### config.mk
export PLATFORM = sky130hd
export DESIGN_NAME = layer_result_collector_flat
export DESIGN_NICKNAME = d
export VERILOG_FILES = /design/src/rtl/layer_result_collector_if.sv /design/src/rtl/layer_result_collector.sv /design/src/flat_wrapper.sv
export SDC_FILE = /design/constraint.sdc
export NUM_CORES = 1
export LEC_CHECK = 0
export CAP_MARGIN = 30
export CELL_PAD_IN_SITES_DETAIL_PLACEMENT = 0
export CELL_PAD_IN_SITES_GLOBAL_PLACEMENT = 2
export CORE_UTILIZATION = 33
export DETAILED_ROUTE_END_ITERATION = 12
export PLACE_DENSITY_LB_ADDON = 0.08
export SYNTH_ARGS = -nofsm -noshare
export SYNTH_HDL_FRONTEND = slang
export SYNTH_SLANG_ARGS = --single-unit
### constraint.sdc
create_clock -name clk -period 31.1 [get_ports clk]
set_input_delay 3.11 -clock clk [delete_from_list [all_inputs] [get_ports clk]]
set_output_delay 3.11 -clock clk [all_outputs]
set_load 0.005 [all_outputs]
### src/rtl/layer_result_collector_if.sv
// layer_result_collector_if: neuron start/done, result bus and output stream bundle
interface layer_result_collector_if #(
  parameter int NUM_NEURONS = 10,
  parameter int DATA_W      = 16,
  parameter int IDX_W       = $clog2(NUM_NEURONS)
);
  logic                          layer_start;
  logic                          busy;
  logic                          neuron_start;
  logic [NUM_NEURONS-1:0]        neuron_done;
  logic [NUM_NEURONS*DATA_W-1:0] neuron_result;
  logic                          out_valid;
  logic                          out_ready;
  logic [DATA_W-1:0]             out_data;
  logic [IDX_W-1:0]              out_index;
  logic                          out_last;
  logic [IDX_W-1:0]              argmax_idx;
  logic                          layer_done;
  logic                          err_timeout;
  modport master (
    output layer_start, neuron_done, neuron_result, out_ready,
    input  busy, neuron_start, out_valid, out_data, out_index, out_last, argmax_idx, layer_done, err_timeout
  );
  modport slave (
    input  layer_start, neuron_done, neuron_result, out_ready,
    output busy, neuron_start, out_valid, out_data, out_index, out_last, argmax_idx, layer_done, err_timeout
  );
endinterface

### src/rtl/layer_result_collector.sv
// layer_result_collector: launches a layer, captures neuron results, streams them out with argmax
module layer_result_collector #(
  parameter int NUM_NEURONS    = 10,
  parameter int DATA_W         = 16,
  parameter int APPLY_RELU     = 1,
  parameter int TIMEOUT_CYCLES = 1024,
  parameter int IDX_W          = $clog2(NUM_NEURONS)
) (
  input logic clk,
  input logic rst,
  layer_result_collector_if.slave bus
);
  localparam int TW = $clog2(TIMEOUT_CYCLES + 1);
  typedef enum logic [1:0] {IDLE, START, WAIT, DRAIN} state_t;
  state_t state, state_n;
  logic [NUM_NEURONS-1:0] mask, cap, mask_n;
  logic signed [DATA_W-1:0] rbuf [NUM_NEURONS];
  logic signed [DATA_W-1:0] buf_n [NUM_NEURONS];
  logic signed [DATA_W-1:0] mx;
  logic [IDX_W-1:0] cnt, am, am_q;
  logic [TW-1:0] tcnt;
  logic full_n, tout, acc, last, done_q, err_q;
  // buf_n folds this cycle's captures in so argmax is ready on the WAIT->DRAIN edge
  always_comb begin
    cap = (state == WAIT) ? bus.neuron_done & ~mask : '0;
    mask_n = mask | cap;
    full_n = &mask_n;
    tout = (state == WAIT) && !full_n && (tcnt == TW'(TIMEOUT_CYCLES - 1));
    acc = bus.out_valid && bus.out_ready;
    last = cnt == IDX_W'(NUM_NEURONS - 1);
    for (int i = 0; i < NUM_NEURONS; i++)
      buf_n[i] = !cap[i] ? rbuf[i] :
                 (APPLY_RELU != 0 && bus.neuron_result[i*DATA_W+DATA_W-1]) ? '0 :
                 bus.neuron_result[i*DATA_W +: DATA_W];
    am = '0;
    mx = buf_n[0];
    for (int i = 1; i < NUM_NEURONS; i++)
      if (buf_n[i] > mx) begin
        mx = buf_n[i];
        am = IDX_W'(i);
      end
    state_n = state;
    case (state)
      IDLE:    state_n = bus.layer_start ? START : IDLE;
      START:   state_n = WAIT;
      WAIT:    state_n = full_n ? DRAIN : tout ? IDLE : WAIT;
      default: state_n = (acc && last) ? IDLE : DRAIN;
    endcase
  end
  assign bus.busy         = state != IDLE;
  assign bus.neuron_start = state == START;
  assign bus.out_valid    = state == DRAIN;
  assign bus.out_index    = cnt;
  assign bus.out_data     = bus.out_valid ? rbuf[cnt] : '0;
  assign bus.out_last     = bus.out_valid && last;
  assign bus.argmax_idx   = am_q;
  assign bus.layer_done   = done_q;
  assign bus.err_timeout  = err_q;
  always_ff @(posedge clk) begin
    if (rst) begin
      state  <= IDLE;
      mask   <= '0;
      cnt    <= '0;
      tcnt   <= '0;
      am_q   <= '0;
      done_q <= 1'b0;
      err_q  <= 1'b0;
    end else begin
      state  <= state_n;
      mask   <= (state == IDLE) ? '0 : mask_n;
      tcnt   <= (state == IDLE) ? '0 : (state == WAIT) ? tcnt + 1'b1 : tcnt;
      cnt    <= acc ? (last ? '0 : cnt + 1'b1) : cnt;
      am_q   <= (state == WAIT && full_n) ? am : am_q;
      done_q <= acc && last;
      err_q  <= tout;
    end
  end
  always_ff @(posedge clk)
    for (int i = 0; i < NUM_NEURONS; i++) rbuf[i] <= buf_n[i];
endmodule

### src/flat_wrapper.sv
// flat-port wrapper written by rule: the top's interface ports become plain ports
module layer_result_collector_flat 
#(
  parameter int NUM_NEURONS    = 10,
  parameter int DATA_W         = 16,
  parameter int APPLY_RELU     = 1,
  parameter int TIMEOUT_CYCLES = 1024,
  parameter int IDX_W          = $clog2(NUM_NEURONS)
)
  (clk, rst, bus_layer_start, bus_neuron_done, bus_neuron_result, bus_out_ready, bus_busy, bus_neuron_start, bus_out_valid, bus_out_data, bus_out_index, bus_out_last, bus_argmax_idx, bus_layer_done, bus_err_timeout);
  layer_result_collector_if #(.NUM_NEURONS(NUM_NEURONS), .DATA_W(DATA_W), .IDX_W(IDX_W)) bus_i ();
  input logic clk;
  input logic rst;
  input wire logic [$bits(bus_i.layer_start)-1:0] bus_layer_start;
  input wire logic [$bits(bus_i.neuron_done)-1:0] bus_neuron_done;
  input wire logic [$bits(bus_i.neuron_result)-1:0] bus_neuron_result;
  input wire logic [$bits(bus_i.out_ready)-1:0] bus_out_ready;
  output wire logic [$bits(bus_i.busy)-1:0] bus_busy;
  output wire logic [$bits(bus_i.neuron_start)-1:0] bus_neuron_start;
  output wire logic [$bits(bus_i.out_valid)-1:0] bus_out_valid;
  output wire logic [$bits(bus_i.out_data)-1:0] bus_out_data;
  output wire logic [$bits(bus_i.out_index)-1:0] bus_out_index;
  output wire logic [$bits(bus_i.out_last)-1:0] bus_out_last;
  output wire logic [$bits(bus_i.argmax_idx)-1:0] bus_argmax_idx;
  output wire logic [$bits(bus_i.layer_done)-1:0] bus_layer_done;
  output wire logic [$bits(bus_i.err_timeout)-1:0] bus_err_timeout;
  assign bus_i.layer_start = bus_layer_start;
  assign bus_i.neuron_done = bus_neuron_done;
  assign bus_i.neuron_result = bus_neuron_result;
  assign bus_i.out_ready = bus_out_ready;
  assign bus_busy = bus_i.busy;
  assign bus_neuron_start = bus_i.neuron_start;
  assign bus_out_valid = bus_i.out_valid;
  assign bus_out_data = bus_i.out_data;
  assign bus_out_index = bus_i.out_index;
  assign bus_out_last = bus_i.out_last;
  assign bus_argmax_idx = bus_i.argmax_idx;
  assign bus_layer_done = bus_i.layer_done;
  assign bus_err_timeout = bus_i.err_timeout;
  layer_result_collector #(.NUM_NEURONS(NUM_NEURONS), .DATA_W(DATA_W), .APPLY_RELU(APPLY_RELU), .TIMEOUT_CYCLES(TIMEOUT_CYCLES), .IDX_W(IDX_W)) u_core (.clk(clk), .rst(rst), .bus(bus_i));
endmodule
# After elaboration in Yosys (flattened, before gate mapping)
# Memories as Yosys holds them, arrays and structs flattened. A register that Yosys moved wholly into a read port is not among the register bits.
# Index checks and enable logic that the tools add are counted.
# Widths: inputs -> output; s select.
[op_classes]
n_addsub = 2
magnitude_cmp = 9
n_eq_ne = 5
mux = 47
n_bitwise = 3
n_reduce_logical = 11
[ops]
columns = ["cell", "n"]
rows = [
  ["$mux 16", 19],
  ["$mux 15", 10],
  ["$gt 16x16->1", 9],
  ["$mux 4", 11],
  ["$add 11x1->11 const B", 1],
  ["$eq 11x10->1 const B", 1],
  ["$and 10x10->10", 1],
  ["$mux 10", 1],
  ["$not 10->10", 1],
  ["$or 10x10->10", 1],
  ["$reduce_and 10->1", 1],
  ["$logic_and 1x1->1", 6],
  ["$mux 2", 3],
  ["$pmux 2 s3", 1],
  ["$add 4x1->4 const B", 1],
  ["$eq 2x2->1 const B", 2],
  ["$eq 4x4->1 const B", 1],
  ["$eq 2x1->1 const B", 1],
  ["$logic_not 2->1", 1],
  ["$mux 1", 2],
  ["$reduce_bool 2->1", 1],
  ["$reduce_or 2->1", 1],
  ["$logic_not 1->1", 1],
]
[word_totals]
register_bits = 33
ram_bits = 160
inputBits = 174
out_inout_bits = 30
n_memories = 1
[memory_table]
columns = ["memory", "words", "width", "read_ports", "rd_ports_with_merged_regs", "wr", "line_no", "source"]
rows = [
  ["u_core.rbuf", 10, 16, 11, 1, 10, "layer_result_collector.sv:17", "logic signed [DATA_W-1:0] rbuf [NUM_NEURONS];"],
]

# Longest topological paths before layout
# Gate-level depths: netlist of the first run.
[depth]
word_depth = 22
mapped_depth = 137
mapped_depth_nobuf = 124

# Worst setup path after synthesis of the first run
# No wires, ideal clock.
[synth_timing]
kind = "in2reg"
startpoint = "input port bus_neuron_done[1]"
endpoint = "register u_core.am_q[0] (netlist: u_core.bus.argmax_idx[0])"
arrival_time_ns = 24.657
t_required_ns = 31.026
path_slack_ns = 6.369
path_stages = 124
path_buffers = 13
path_cell_list = "nand4bb_1 -> buf_2 -> buf_1 -> nor3b_1 -> a21oi_1 -> inv_1 -> ha_1 -> nand4_1 -> or4_1 -> nand2_1 -> a21oi_1 -> nor2_1 -> clkbuf_1 -> o21ai_0 -> ha_1 -> a21o_1 -> a21o_1 -> a21oi_1 -> [... 88 more ...] -> clkbuf_1 -> clkbuf_1 -> o221ai_1 -> ha_1 -> nor2b_1 -> o21a_1 -> o21a_1 -> o21ai_0 -> nand2b_1 -> a21oi_1 -> nor2b_1 -> o21ai_0 -> nand2b_1 -> a21oi_1 -> a2bb2oi_1 -> a21oi_1 -> a221o_1 -> a31oi_1"
[synth_lines]
columns = ["element", "line_no", "source"]
rows = [
  ["start: declaration", "flat_wrapper.sv:15", "input wire logic [$bits(bus_i.neuron_done)-1:0] bus_neuron_done;"],
  ["end signal: assignment", "layer_result_collector.sv:73", "am_q <= (state == WAIT && full_n) ? am : am_q;"],
  ["end: declaration", "layer_result_collector.sv:20", "logic [IDX_W-1:0] cnt, am, am_q;"],
]

# Worst setup path after layout of the first run
[layout_timing]
startpoint = "input port bus_neuron_done[0]"
endpoint = "register u_core.am_q[2] (netlist: u_core.bus.argmax_idx[2])"
[layout_between]
elab_chain_len = 21
[layout_lines]
columns = ["element", "line_no", "source"]
rows = [
  ["$and 10x10->10 (*)", "layer_result_collector.sv:25", "cap = (state == WAIT) ? bus.neuron_done & ~mask : '0;"],
  ["$mux 10 (*)", "layer_result_collector.sv:25", ""],
  ["$mux 16", "layer_result_collector.sv:32", "buf_n[i] = !cap[i] ? rbuf[i] :"],
  ["$gt 16x16->1", "layer_result_collector.sv:38", "if (buf_n[i] > mx) begin"],
  ["$mux 16", "layer_result_collector.sv:38", ""],
  ["$gt 16x16->1", "layer_result_collector.sv:38", ""],
  ["$mux 16", "layer_result_collector.sv:38", ""],
  ["$gt 16x16->1", "layer_result_collector.sv:38", ""],
  ["[... 5 more ...]", "--", ""],
  ["$gt 16x16->1", "layer_result_collector.sv:38", ""],
  ["$mux 16", "layer_result_collector.sv:38", ""],
  ["$gt 16x16->1", "layer_result_collector.sv:38", ""],
  ["$mux 16", "layer_result_collector.sv:38", ""],
  ["$gt 16x16->1", "layer_result_collector.sv:38", ""],
  ["$mux 16", "layer_result_collector.sv:38", ""],
  ["$gt 16x16->1", "layer_result_collector.sv:38", ""],
  ["$mux 4", "layer_result_collector.sv:38", ""],
]
# Every way passes the cells marked *; elsewhere a longest branch is shown, timed or not.
# A chain may end at the register's enable or synchronous reset.

==> results of run 1 <==
-- layout make-up --
type	instances	area (um^2)	area share
sequential	197	3950	0.230
multi-input combinational	1342	9330	0.543
clock buffer	20	447	0.0260
antenna	1	2.50	0.000146
clock inverter	12	141	0.00823
timing repair buffer	237	2310	0.135
tap	539	674	0.0393
inverter	88	330	0.0192
-- metal layers --
| metal | GRT usage | up-vias | share of wire | wire length, um |
|---|---|---|---|---|
| met5 | 0 | - | 0 | 0 |
| met4 | 0.0989 | 0 | 0.031 | 1760 |
| met3 | 0.0669 | 58 | 0.062 | 3550 |
| met2 | 0.409 | 343 | 0.44 | 25000 |
| met1 | 0.358 | 6108 | 0.47 | 26600 |
| li1 | - | 6487 | - | - |
-- sequential cells by signal, summed over array words and instances (netlist names), named ones only --
signal and count:
u_core.tcnt 11, u_core.rbuf 160, u_core.mask 10, u_core.bus.argmax_idx 4, u_core.bus.layer_done 1, u_core.state 2
u_core.bus.out_index 4, u_core.bus.err_timeout 1
-- synth_stat cells (all sizes together), types with 16 or more instances --
cell type / count / area share
a211oi: 39 / 0.021
a21o: 24 / 0.013
a21oi: 159 / 0.057
and2: 21 / 0.0094
buf: 22 / 0.0090
clkbuf: 67 / 0.018
dfxtp: 197 / 0.28
ha: 133 / 0.12
inv: 88 / 0.024
mux2i: 33 / 0.024
mux4: 32 / 0.052
nand2: 175 / 0.047
nand2b: 121 / 0.054
nand3: 22 / 0.0082
nand4: 34 / 0.015
nor2: 104 / 0.028
nor2b: 42 / 0.019
nor3: 18 / 0.0068
nor3b: 59 / 0.032
o21ai: 161 / 0.058
o31ai: 16 / 0.0090
-- metrics by stage --
step | hold slack, ns | utilization | setup WS (ns) | cells
6_report | 0.479 | 0.410 | 2.65 | 2436
5_1_grt | 0.520 | 0.410 | 0.109 | 2435
4_1_cts | 0.483 | 0.409 | 2.22 | 2433
3_5_place_dp | 0.462 | 0.395 | 1.81 | 2401
3_3_place_gp | 0.454 | 0.395 | 2.36 | 2401
2_1_floorplan | 0.438 | - | 6.37 | 1716
-- how the worst min path moves through the flow --
stage	startpoint	endpoint	slack (ns)
floorplan	u_core.rbuf[3][15]	u_core.rbuf[3][15]	0.44
global placement	u_core.mask[3]	u_core.mask[3]	0.45
detailed placement	u_core.mask[3]	u_core.mask[3]	0.46
CTS	u_core.mask[3]	u_core.mask[3]	0.48
global route	u_core.mask[5]	u_core.mask[5]	0.52
finish	u_core.mask[1]	u_core.mask[1]	0.48
-- kinds of logic after synthesis --
kind of cell | Yosys count
flip-flops | 197
multiplexers | 80
AND/OR/NAND/NOR | 643
XOR/XNOR | 14
adder cells (fa/ha/maj) | 133
AO/OA/AOI/OAI | 472
buffers and inverters | 177
-- critical path: cells and delay by family --
kind | cells | cell delay (ns)
buf+inv | 4 | 1.31
mux | 4 | 1.17
simple gates | 52 | 10.75
compound gates | 48 | 9.51
fa+ha+maj | 9 | 2.96
==> impl_metrics.ini, run 1 <==
[placed_design]
gpl.final_weighted_congestion = 0.910
place.detailed.hpwl_um = 47500
place.port_buffers = 203
placedInstanceArea_um2 = 16500

[floorplan]
initial_utilization = 0.334
die_area_um2 = 43200
chipWidth_um = 208
die_h_um = 208
fp-row-count = 75
core-area_um2 = 41900
ioPinCount = 204

[synthesis]
yosys_register_bits = 197
main_combinational_cell_family_by_area_after_synthesis = simple AND/OR/NAND/NOR gates
yosys.area_share.simple = 0.245
postSynthAreaPerCell_um2 = 8.14
synth_fp_nets = 2023
mappedNetlistArea_um2 = 14000
synth_enable_flop_cells = 0
ys_async_sr_fraction = 0
yosys.cell_types.count = 81
ys_warn_count = 0
synthesis.instances = 1716
synthMuxAreaShare = 0.0889
post_synth_xor_area_fraction = 0.00878
ys.flop_type = sky130_fd_sc_hd__dfxtp_1
synth_fa_ha_area_frac = 0.119
synth-compound-area-share = 0.205
synth.yosys.seq_area_share = 0.282

[routing]
drt_iter0_drc = 1025
drt_wl_total_um = 56900
via_per_inst = 5.33
drt_drc_violations_left = 0
vias = 12996
route.detailed.wl_per_inst_um = 23.3
antenna_violating_nets_post_route = 0
total_iterations_of_the_first_detailed_routing_run = 7

[worst_setup_path]
critical_path.reg2reg.endpoint = u_core.bus.argmax_idx[2]
critical_path.max_stage_delay_ns = 0.90
cp_capture_type = register
cp.required_ns = 31.52
cp-start-kind = input pin
critPathLaunch = bus_neuron_done[0]
worst_r2r_path_depth = 116
regToRegSetupSlack_ns = 5.20
worst_path_most_repeated_cell = sky130_fd_sc_hd__a21oi_1
r2r_start = u_core.state[0]
critPathCapture = u_core.bus.argmax_idx[2]
cp_data_arrival_time_ns = 28.87
worstSetupPathType = in -> reg
largest_fanout_of_any_net_on_the_critical_path = 29
critPathSlowestCell = sky130_fd_sc_hd__o32ai_4

[cells_and_area]
finish.net_count = 2190
layout_cell_share_with_drive_strength_beyond_1 = 0.0744
final_design_area_no_fill_um2 = 17200
area_growth_pct = 23.0
final_cell_mix = sky130_fd_sc_hd__clkdlybuf4s50_1 (203), sky130_fd_sc_hd__dfxtp_1 (196), sky130_fd_sc_hd__nand2_1 (175), sky130_fd_sc_hd__a21oi_1 (157), sky130_fd_sc_hd__o21ai_0 (147)
commonest_non_fill_non_tap_cell_in_the_layout = sky130_fd_sc_hd__clkdlybuf4s50_1
final.fill_count = 4349

[global_route]
first_pass_grt_wire_length_um = 82700
initial_antenna_violation_count = 0
overflow_after_grt = 0
global_route.usage.total = 0.266
grt_max_degree = 49
via_count_of_the_first_global_routing_pass = 12713

[sta]
setup_viol = 0
achievable-frequency_ghz = 0.0351
hold_viol_final = 0
worst_slew_pin_slew_ns = 1.06
fin_tns_setup_ns = 0
final_period_minus_worst_setup_slack_ns = 28.45
final-max-slew-violation-count = 0
fin_crit_sh = 0.915
rsz_0062_raised_after_global_routing = false
final.setup_skew_ns = 0.00984
timing.slew.headroom = 0.283

[clock_tree]
cts_htree_levels = 4
ctsResizeCount = 0
cts_buffers = 17
postCtsSetupBuffers = 0
cts_root_buf = sky130_fd_sc_hd__clkbuf_16
hold_fix_buffers_at_cts = 0
clockBufferDepth = 2
clk-insertion-delay-late_ns = 0.49
cts_tree = done
clk_pin_slew_worst_paths_ns = 0.07
sink_count_of_the_clock_tree = 197

[run]
drv.max_cap_violation_count = 0

[run_status]
status = finished clean

[min_path]
worst_hold_path_type = reg -> reg
worstHoldPathCells = 2
Power of run 1 is left out: the tool's default activity adds up to more than one toggle a clock period on the data nets, which glitch-free logic cannot reach.
==> inputs of run 2 (changes only) <==
--- a/config.mk
+++ b/config.mk
@@ -10,6 +10,7 @@
 export CELL_PAD_IN_SITES_GLOBAL_PLACEMENT = 2
 export CORE_UTILIZATION = 33
 export DETAILED_ROUTE_END_ITERATION = 12
+export GPL_TIMING_DRIVEN = 0
 export PLACE_DENSITY_LB_ADDON = 0.08
 export SYNTH_ARGS = -nofsm -noshare
 export SYNTH_HDL_FRONTEND = slang
==> impl_metrics.ini, run 2 (synthesis gave the netlist of run 1 again) <==
[worst_setup_path]
cp_data_arrival_time_ns = 29.39
worstSetupPathType = in -> reg
worst_path_most_repeated_cell = sky130_fd_sc_hd__a21oi_1
cp.required_ns = 31.50
critPathSlowestCell = sky130_fd_sc_hd__o31ai_1
largest_fanout_of_any_net_on_the_critical_path = 10
critical_path.max_stage_delay_ns = 0.70
cp-start-kind = input pin
cp_capture_type = register

[sta]
setup_viol = 0
timing.slew.headroom = 0.397
final_period_minus_worst_setup_slack_ns = 28.99
achievable-frequency_ghz = 0.0345
timing.hold.ws_ns = 0.479
worst_slew_pin_slew_ns = 0.904
fin_crit_sh = 0.932
hold_viol_final = 0
final.setup_skew_ns = 0.0115
final-max-slew-violation-count = 0

[global_route]
met3_routing_resource_usage_after_global_routing = 0.0357
overflow_after_grt = 0
grt_max_degree = 17
initial_antenna_violation_count = 3
use_met2 = 0.412
globalRoute.busiestLayer = met2
first_pass_grt_wire_length_um = 82600
global_route.usage.total = 0.261
use_met1 = 0.372
via_count_of_the_first_global_routing_pass = 13032

[floorplan]
fp-row-count = 75
core-area_um2 = 41900
chipWidth_um = 208
ioPinCount = 204
die_area_um2 = 43200
initial_utilization = 0.334
die_h_um = 208

[run_status]
status = finished clean

[clock_tree]
clockBufferDepth = 2
cts_root_buf = sky130_fd_sc_hd__clkbuf_16
clk_pin_slew_worst_paths_ns = 0.08
clk-insertion-delay-late_ns = 0.47
sink_count_of_the_clock_tree = 197
cts_htree_levels = 4
hold_fix_buffers_at_cts = 0
cts_tree = done
cts_buffers = 17

[routing]
drt_wl_total_um = 56600
vias = 13345
route.detailed.wl_per_inst_um = 22.7
total_iterations_of_the_first_detailed_routing_run = 5
via_per_inst = 5.35
drt_drc_violations_left = 0
drt_iter0_drc = 905
antenna_violating_nets_post_route = 0

[cells_and_area]
sequential_cell_area_in_the_final_layout_um2 = 3940
area_growth_pct = 24.1
largest_register_ff_count = 160
finish.net_count = 2253
biggestRegsByFlops = u_core.rbuf x160, u_core.tcnt x11, u_core.mask x10
layout_cell_share_with_drive_strength_beyond_1 = 0.0715
final_cell_mix = sky130_fd_sc_hd__clkdlybuf4s50_1 (203), sky130_fd_sc_hd__dfxtp_1 (197), sky130_fd_sc_hd__nand2_1 (175), sky130_fd_sc_hd__a21oi_1 (156), sky130_fd_sc_hd__o21ai_0 (147)
max_flop_register = u_core.rbuf
antenna_cells_inserted = 0
multiInputGateArea_um2 = 9380
final.fill_count = 4285
commonest_non_fill_non_tap_cell_in_the_layout = sky130_fd_sc_hd__clkdlybuf4s50_1

[run]
drv.max_cap_violation_count = 0

[placed_design]
place.detailed.hpwl_um = 48000
gpl.final_weighted_congestion = 0.910
place.port_buffers = 203

[min_path]
worst_hold_path_type = reg -> reg
## run 2: critical path: cells and delay by family
family,cells,cell delay (ns)
AO/OA/AOI/OAI,51,9.62
adder cells (fa/ha/maj),9,3.11
buffers and inverters,16,4.22
multiplexers,3,0.79
AND/OR/NAND/NOR,47,8.45
## run 2: what timing repair did
| action | CTS | global route |
|---|---|---|
| resized for setup | 0 | 30 |
| endpoints found under the setup margin | 0 | 4 |
| setup buffers | 0 | 7 |
## run 2: worst paths after layout
check	to	slack, ns	cells after the start	startpoint
setup / recovery	u_core.bus.argmax_idx[0]	2.11	126	bus_neuron_done[1]
hold / removal	u_core.mask[3]	0.48	2	u_core.mask[3]
setup reg to reg	u_core.bus.argmax_idx[0]	4.70	126	u_core.state[0]
hold reg to reg	u_core.mask[3]	0.48	2	u_core.mask[3]
## run 2: cell type report
| cell class | count | area share |
|---|---|---|
| Timing Repair Buffer | 211 | 0.121 |
| Clock buffer | 21 | 0.0260 |
| Inverter | 88 | 0.0190 |
| Tap cell | 539 | 0.0389 |
| Multi-Input combinational cell | 1342 | 0.541 |
| Buffer | 89 | 0.0225 |
| Clock inverter | 9 | 0.00411 |
| Sequential cell | 197 | 0.227 |
## run 2: routing by layer
layer  routed length (um)  share of wire
met5                    0              0
met3                 2560          0.045
met2                25100           0.44
met4                 1200          0.021
met1                27700           0.49
## run 2: metrics by stage
stage	setup TNS (ns)	instances	util	worst slack, ns	area, um^2
floorplan	0	1716	-	6.37	14000
global placement	0	2458	0.399	0.0873	16700
detailed placement	0	2458	0.399	0.0349	16700
CTS	0	2488	0.411	0.441	17200
global route	-0.0692	2496	0.414	-0.0354	17300
finish	0	2496	0.414	2.11	17300
Power of run 2 is left out for the same reason.
